==> config.mk <==
export PLATFORM = sky130hd
export DESIGN_NAME = traffic_phase_scheduler
export DESIGN_NICKNAME = d
export VERILOG_FILES = /design/src/rtl/traffic_phase_scheduler.sv
export SDC_FILE = /design/constraint.sdc
export NUM_CORES = 1
export LEC_CHECK = 0
export ABC_AREA = 1
export CORE_MARGIN = 2
export CORE_UTILIZATION = 45
export DETAILED_ROUTE_END_ITERATION = 6
export DONT_BUFFER_PORTS = 1
export SYNTH_ARGS = -nofsm -noshare
export SYNTH_HDL_FRONTEND = slang
export SYNTH_SLANG_ARGS = --single-unit
==> constraint.sdc <==
create_clock -name clk -period 1.7 [get_ports clk]
set_input_delay 0.17 -clock clk [delete_from_list [all_inputs] [get_ports clk]]
set_output_delay 0.17 -clock clk [all_outputs]
set_load 0.05 [all_outputs]
==> src/rtl/traffic_phase_scheduler.sv <==
// traffic_phase_scheduler: two-way intersection phase sequencer with
// emergency preemption and an optional pedestrian walk phase.
// Optional feature macro: PED_WALK_EN (pedestrian request latch, WALK state,
// walk lamp). Without it ped_req is ignored and walk is tied low.
//
// state | meaning
// NS_G  | north-south green, east-west red
// NS_Y  | north-south yellow, east-west red
// AR    | all-red clearance, exit chosen by emergency / ped / next_dir
// EW_G  | east-west green, north-south red
// EW_Y  | east-west yellow, north-south red
// WALK  | pedestrian walk, both roads red
// EMERG | emergency hold, both roads red
module traffic_phase_scheduler #(
  parameter int GREEN_DAY   = 8,
  parameter int GREEN_NIGHT = 16,
  parameter int YELLOW      = 3,
  parameter int ALL_RED     = 1,
  parameter int WALK        = 6
) (
  input  logic       clk,
  input  logic       rst_n,
  input  logic       tick,
  input  logic       emergency,
  input  logic       ped_req,
  input  logic       night,
  output logic [2:0] ns_light,
  output logic [2:0] ew_light,
  output logic       walk,
  output logic [2:0] phase
);

  localparam logic [2:0] S_NS_G  = 3'd0;
  localparam logic [2:0] S_NS_Y  = 3'd1;
  localparam logic [2:0] S_AR    = 3'd2;
  localparam logic [2:0] S_EW_G  = 3'd3;
  localparam logic [2:0] S_EW_Y  = 3'd4;
  localparam logic [2:0] S_WALK  = 3'd5;
  localparam logic [2:0] S_EMERG = 3'd6;

  localparam logic [4:0] LEN_DAY   = 5'(GREEN_DAY);
  localparam logic [4:0] LEN_NIGHT = 5'(GREEN_NIGHT);
  localparam logic [4:0] LEN_YEL   = 5'(YELLOW);
  localparam logic [4:0] LEN_AR    = 5'(ALL_RED);
  localparam logic [4:0] LEN_WALK  = 5'(WALK);

  localparam logic [2:0] LAMP_RED = 3'b100;
  localparam logic [2:0] LAMP_YEL = 3'b010;
  localparam logic [2:0] LAMP_GRN = 3'b001;

  logic [2:0] state, state_nxt;
  logic       next_dir, next_dir_nxt;
  logic [4:0] timer, timer_nxt;
  logic       expire;
  logic [4:0] green_len;
  logic [2:0] green_sel;
  logic       ped_pending;

  assign expire    = tick && (timer == 5'd1);
  assign green_len = night ? LEN_NIGHT : LEN_DAY;
  assign green_sel = next_dir ? S_EW_G : S_NS_G;

  // Next-state, timer and direction selection
  always_comb begin
    state_nxt    = state;
    next_dir_nxt = next_dir;
    timer_nxt    = (tick && state != S_EMERG) ? timer - 5'd1 : timer;
    case (state)
      S_NS_G: if (emergency || expire) begin
        state_nxt = S_NS_Y;
        timer_nxt = LEN_YEL;
      end
      S_NS_Y: if (expire) begin
        state_nxt    = S_AR;
        timer_nxt    = LEN_AR;
        next_dir_nxt = 1'b1;
      end
      S_EW_G: if (emergency || expire) begin
        state_nxt = S_EW_Y;
        timer_nxt = LEN_YEL;
      end
      S_EW_Y: if (expire) begin
        state_nxt    = S_AR;
        timer_nxt    = LEN_AR;
        next_dir_nxt = 1'b0;
      end
      S_AR: if (expire) begin
        if (emergency) begin
          state_nxt = S_EMERG;
          timer_nxt = LEN_AR;
`ifdef PED_WALK_EN
        end else if (ped_pending) begin
          state_nxt = S_WALK;
          timer_nxt = LEN_WALK;
`endif
        end else begin
          state_nxt = green_sel;
          timer_nxt = green_len;
        end
      end
`ifdef PED_WALK_EN
      S_WALK: if (expire) begin
        state_nxt = green_sel;
        timer_nxt = green_len;
      end
`else
      S_WALK: begin
        state_nxt = S_AR;
        timer_nxt = LEN_AR;
      end
`endif
      S_EMERG: if (tick && !emergency) begin
        state_nxt = S_NS_G;
        timer_nxt = green_len;
      end
      default: begin
        state_nxt = S_AR;
        timer_nxt = LEN_AR;
      end
    endcase
  end

  // Phase registers; reset lands in all-red heading north-south
  always_ff @(posedge clk or negedge rst_n) begin
    if (!rst_n) begin
      state    <= S_AR;
      next_dir <= 1'b0;
      timer    <= LEN_AR;
    end else begin
      state    <= state_nxt;
      next_dir <= next_dir_nxt;
      timer    <= timer_nxt;
    end
  end

`ifdef PED_WALK_EN
  // Pedestrian latch: a press coinciding with WALK entry is kept for next time
  always_ff @(posedge clk or negedge rst_n) begin
    if (!rst_n)
      ped_pending <= 1'b0;
    else if (ped_req)
      ped_pending <= 1'b1;
    else if (state_nxt == S_WALK && state != S_WALK)
      ped_pending <= 1'b0;
  end
`else
  assign ped_pending = 1'b0;
  logic unused_ped_cfg;
  assign unused_ped_cfg = ^{ped_req, ped_pending, LEN_WALK};
`endif

  // Lamp decode from registered state
  always_comb begin
    ns_light = LAMP_RED;
    ew_light = LAMP_RED;
    case (state)
      S_NS_G:  ns_light = LAMP_GRN;
      S_NS_Y:  ns_light = LAMP_YEL;
      S_EW_G:  ew_light = LAMP_GRN;
      S_EW_Y:  ew_light = LAMP_YEL;
      default: ;
    endcase
  end

`ifdef PED_WALK_EN
  assign walk = (state == S_WALK);
`else
  assign walk = 1'b0;
`endif
  assign phase = state;

endmodule

==> results.tsv <==
metric	value	unit
WHS Path Cells	2	
total grt overflow	0	
CP arrival	1400	ps
CP cell instances	buf_4, nand2_1, inv_1, buf_4	
crit path kind	reg -> out	
RSZ-0062 raised after global routing	no	
worst skew pair latency	270	ps
GRT Total Usage	21.2	%
Rows	14	
sinks on the clock net	9	
post-route cell area	892	um^2
launch point of the worst reg-to-reg path	timer[0]$_DFF_PN1_	
r2r endpoint	timer[3]$_DFF_PN0_	
worst-path fanout max	5	
Area growth, synth to finish	19.4	%
Clock Pin Slew Worst Setup and Hold Paths	60	ps
die area	2000	um^2
Area after DPL	856	um^2
crit path launch type	flop	
Final min period	1570	ps
Final ANT Viol Nets	0	
Syn Inst Count	114	
DP Wirelength	1.40	mm
Initial Util	49.0	%
Avg Inst Size Synth	6.55	um^2
CP top delay family	buffers and inverters	
CP peak stage delay	450	ps
CTS Buffer Depth	2	
synthesized flop and latch total	9	
worst vdd ir	0.00149	V
IO buf count	0	
largest net degree at the start of global routing	10	
layout cell share with drive strength beyond 1	21.4	%
Detailed Route WL	1.78	mm
status	finished clean	
total of max-cap violations	0	
Nets	135	
Worst Path Buf+Inv	3	
core area	1520	um^2
first-pass GRT wire length	3.00	mm
CTS Root Cell	clkbuf_4	
WP data required	1530	ps
post-CTS sizing	0	
Fin Setup TNS	0	ps
Chip Width	44.7	um
initial DRC count	9	
WHS Endpoint	timer[4]$_DFF_PN0_	
endpoints failing setup	0	
DR WL/cell	12.5	um
Synth cell types	24	
Ports	16	
Diodes inserted	0	
gpl congestion	0.800	
via count	743	
Pwr Density	2330	nW/um^2
TritonCTS buffer count	3	
antenna violations before repair	0	
Synth Cell Area	747	um^2
Synth warnings	0	
fmax	0.637	GHz
die extent in y	44.7	um
most frequent cells in the layout	nand2_1 (30), inv_1 (17), nand3_1 (12)	
R2R depth	8	
Syn Nets	122	
CTS tree	yes	
Slew Limit Fails	0	
Vias/cell	5.23	
reg2reg setup slack	200	ps
Final period util	92.3	%
leakage	0.501	nW
Post-CTS Setup Inserts	0	
cell mode on critical path	buf_4	
CP Capture Type	primary output	
leading cell type in the layout, fill and taps excluded	nand2_1	
1st-pass router iterations	4	
post-route clock skew	2.14	ps
Hold Fails Final Rpt	0	
H-Tree Depth	1	
number of remaining DRC errors	0	
Seq/Total Area, Yosys	30.5	%
hold path startpoint	night	
slowest CP cell	dfrtp_1	
HP Class	in -> reg	
vias in the first global route	720	
[metal layers]
layer / global-route usage (%) / part of all wire, % / vias up
met5: 0 / 0 / -
met4: 13.9 / 2.1 / 0
met3: 4.40 / 5.4 / 5
met2: 33.6 / 46 / 18
met1: 25.8 / 46 / 334
li1: - / - / 386
[area by class of cell]
class / instances / area [um^2]
clock buffers: 4 / 26.3
inverters: 20 / 75.1
flip-flops and latches: 9 / 228
multi-input cells: 83 / 440
well taps: 16 / 20.0
repair buffers: 10 / 103
fillers: 162 / 632
[kinds of logic (layout without fill, tap and decap cells)]
family	after synthesis	count (layout)	synth area share, %
AO/OA/AOI/OAI	16	16	12.1
XOR/XNOR	1	1	1.17
adder cells (fa/ha/maj)	2	2	3.35
buffers and inverters	22	34	12.6
flip-flops	9	9	30.5
other	1	1	0.502
AND/OR/NAND/NOR	63	63	39.9
[how the worst max path moves through the flow]
stage | from | to | depth (start not counted)
6_report | phase[2]$_DFFE_PN0P_ | ew_light[1] | 4
5_1_grt | phase[2]$_DFFE_PN0P_ | ew_light[1] | 4
4_1_cts | phase[2]$_DFFE_PN0P_ | ew_light[1] | 4
3_5_place_dp | timer[0]$_DFF_PN1_ | timer[3]$_DFF_PN0_ | 8
3_3_place_gp | timer[0]$_DFF_PN1_ | timer[3]$_DFF_PN0_ | 8
2_1_floorplan | phase[1]$_DFFE_PN1P_ | ew_light[2] | 5
[synth_stat cells (all sizes together)]
master	n	area (um^2)
ha	2	25.0
a31oi	3	18.8
inv	20	75.1
nand2	34	138
nor3	1	5.00
a21oi	2	10.0
o31ai	1	7.51
dfstp	2	52.6
nand3	15	97.6
nand3b	1	7.51
conb	1	3.75
nand4	2	12.5
buf	2	18.8
o21ai	10	53.8
xor2	1	8.76
nor2	10	37.5
dfrtp	7	175
[stage by stage]
stage	total power, mW	hold slack, ps	util (%)	setup slack, ps	std cells
final	2.08	76.6	58.5	130	142
after global routing	2.27	87.4	58.5	53.6	142
after CTS	2.10	64.4	58.5	132	142
after detailed placement	1.91	-125	56.2	204	137
after global placement	1.90	-125	56.2	206	137
after floorplan	1.55	-126	-	-43.2	114
[what timing repair did]
item / 4_1_cts / 5_1_grt
hold buffers: 1 / 0
endpoints found under the setup margin: 0 / 0
hold endpoints to repair: 9 / 0
[sequential cells by signal (all words and copies together) (netlist names)]
| signal | count |
|---|---|
| timer | 5 |
| phase | 3 |
| next_dir | 1 |
[report_power, final]
group          total (mW)  internal, mW  switching, mW
Sequential          0.434         0.334          0.100
Clock               0.171        0.0908         0.0807
Combinational        1.48         0.486          0.992
No activity file was read; power rests on OpenSTA's default activity.
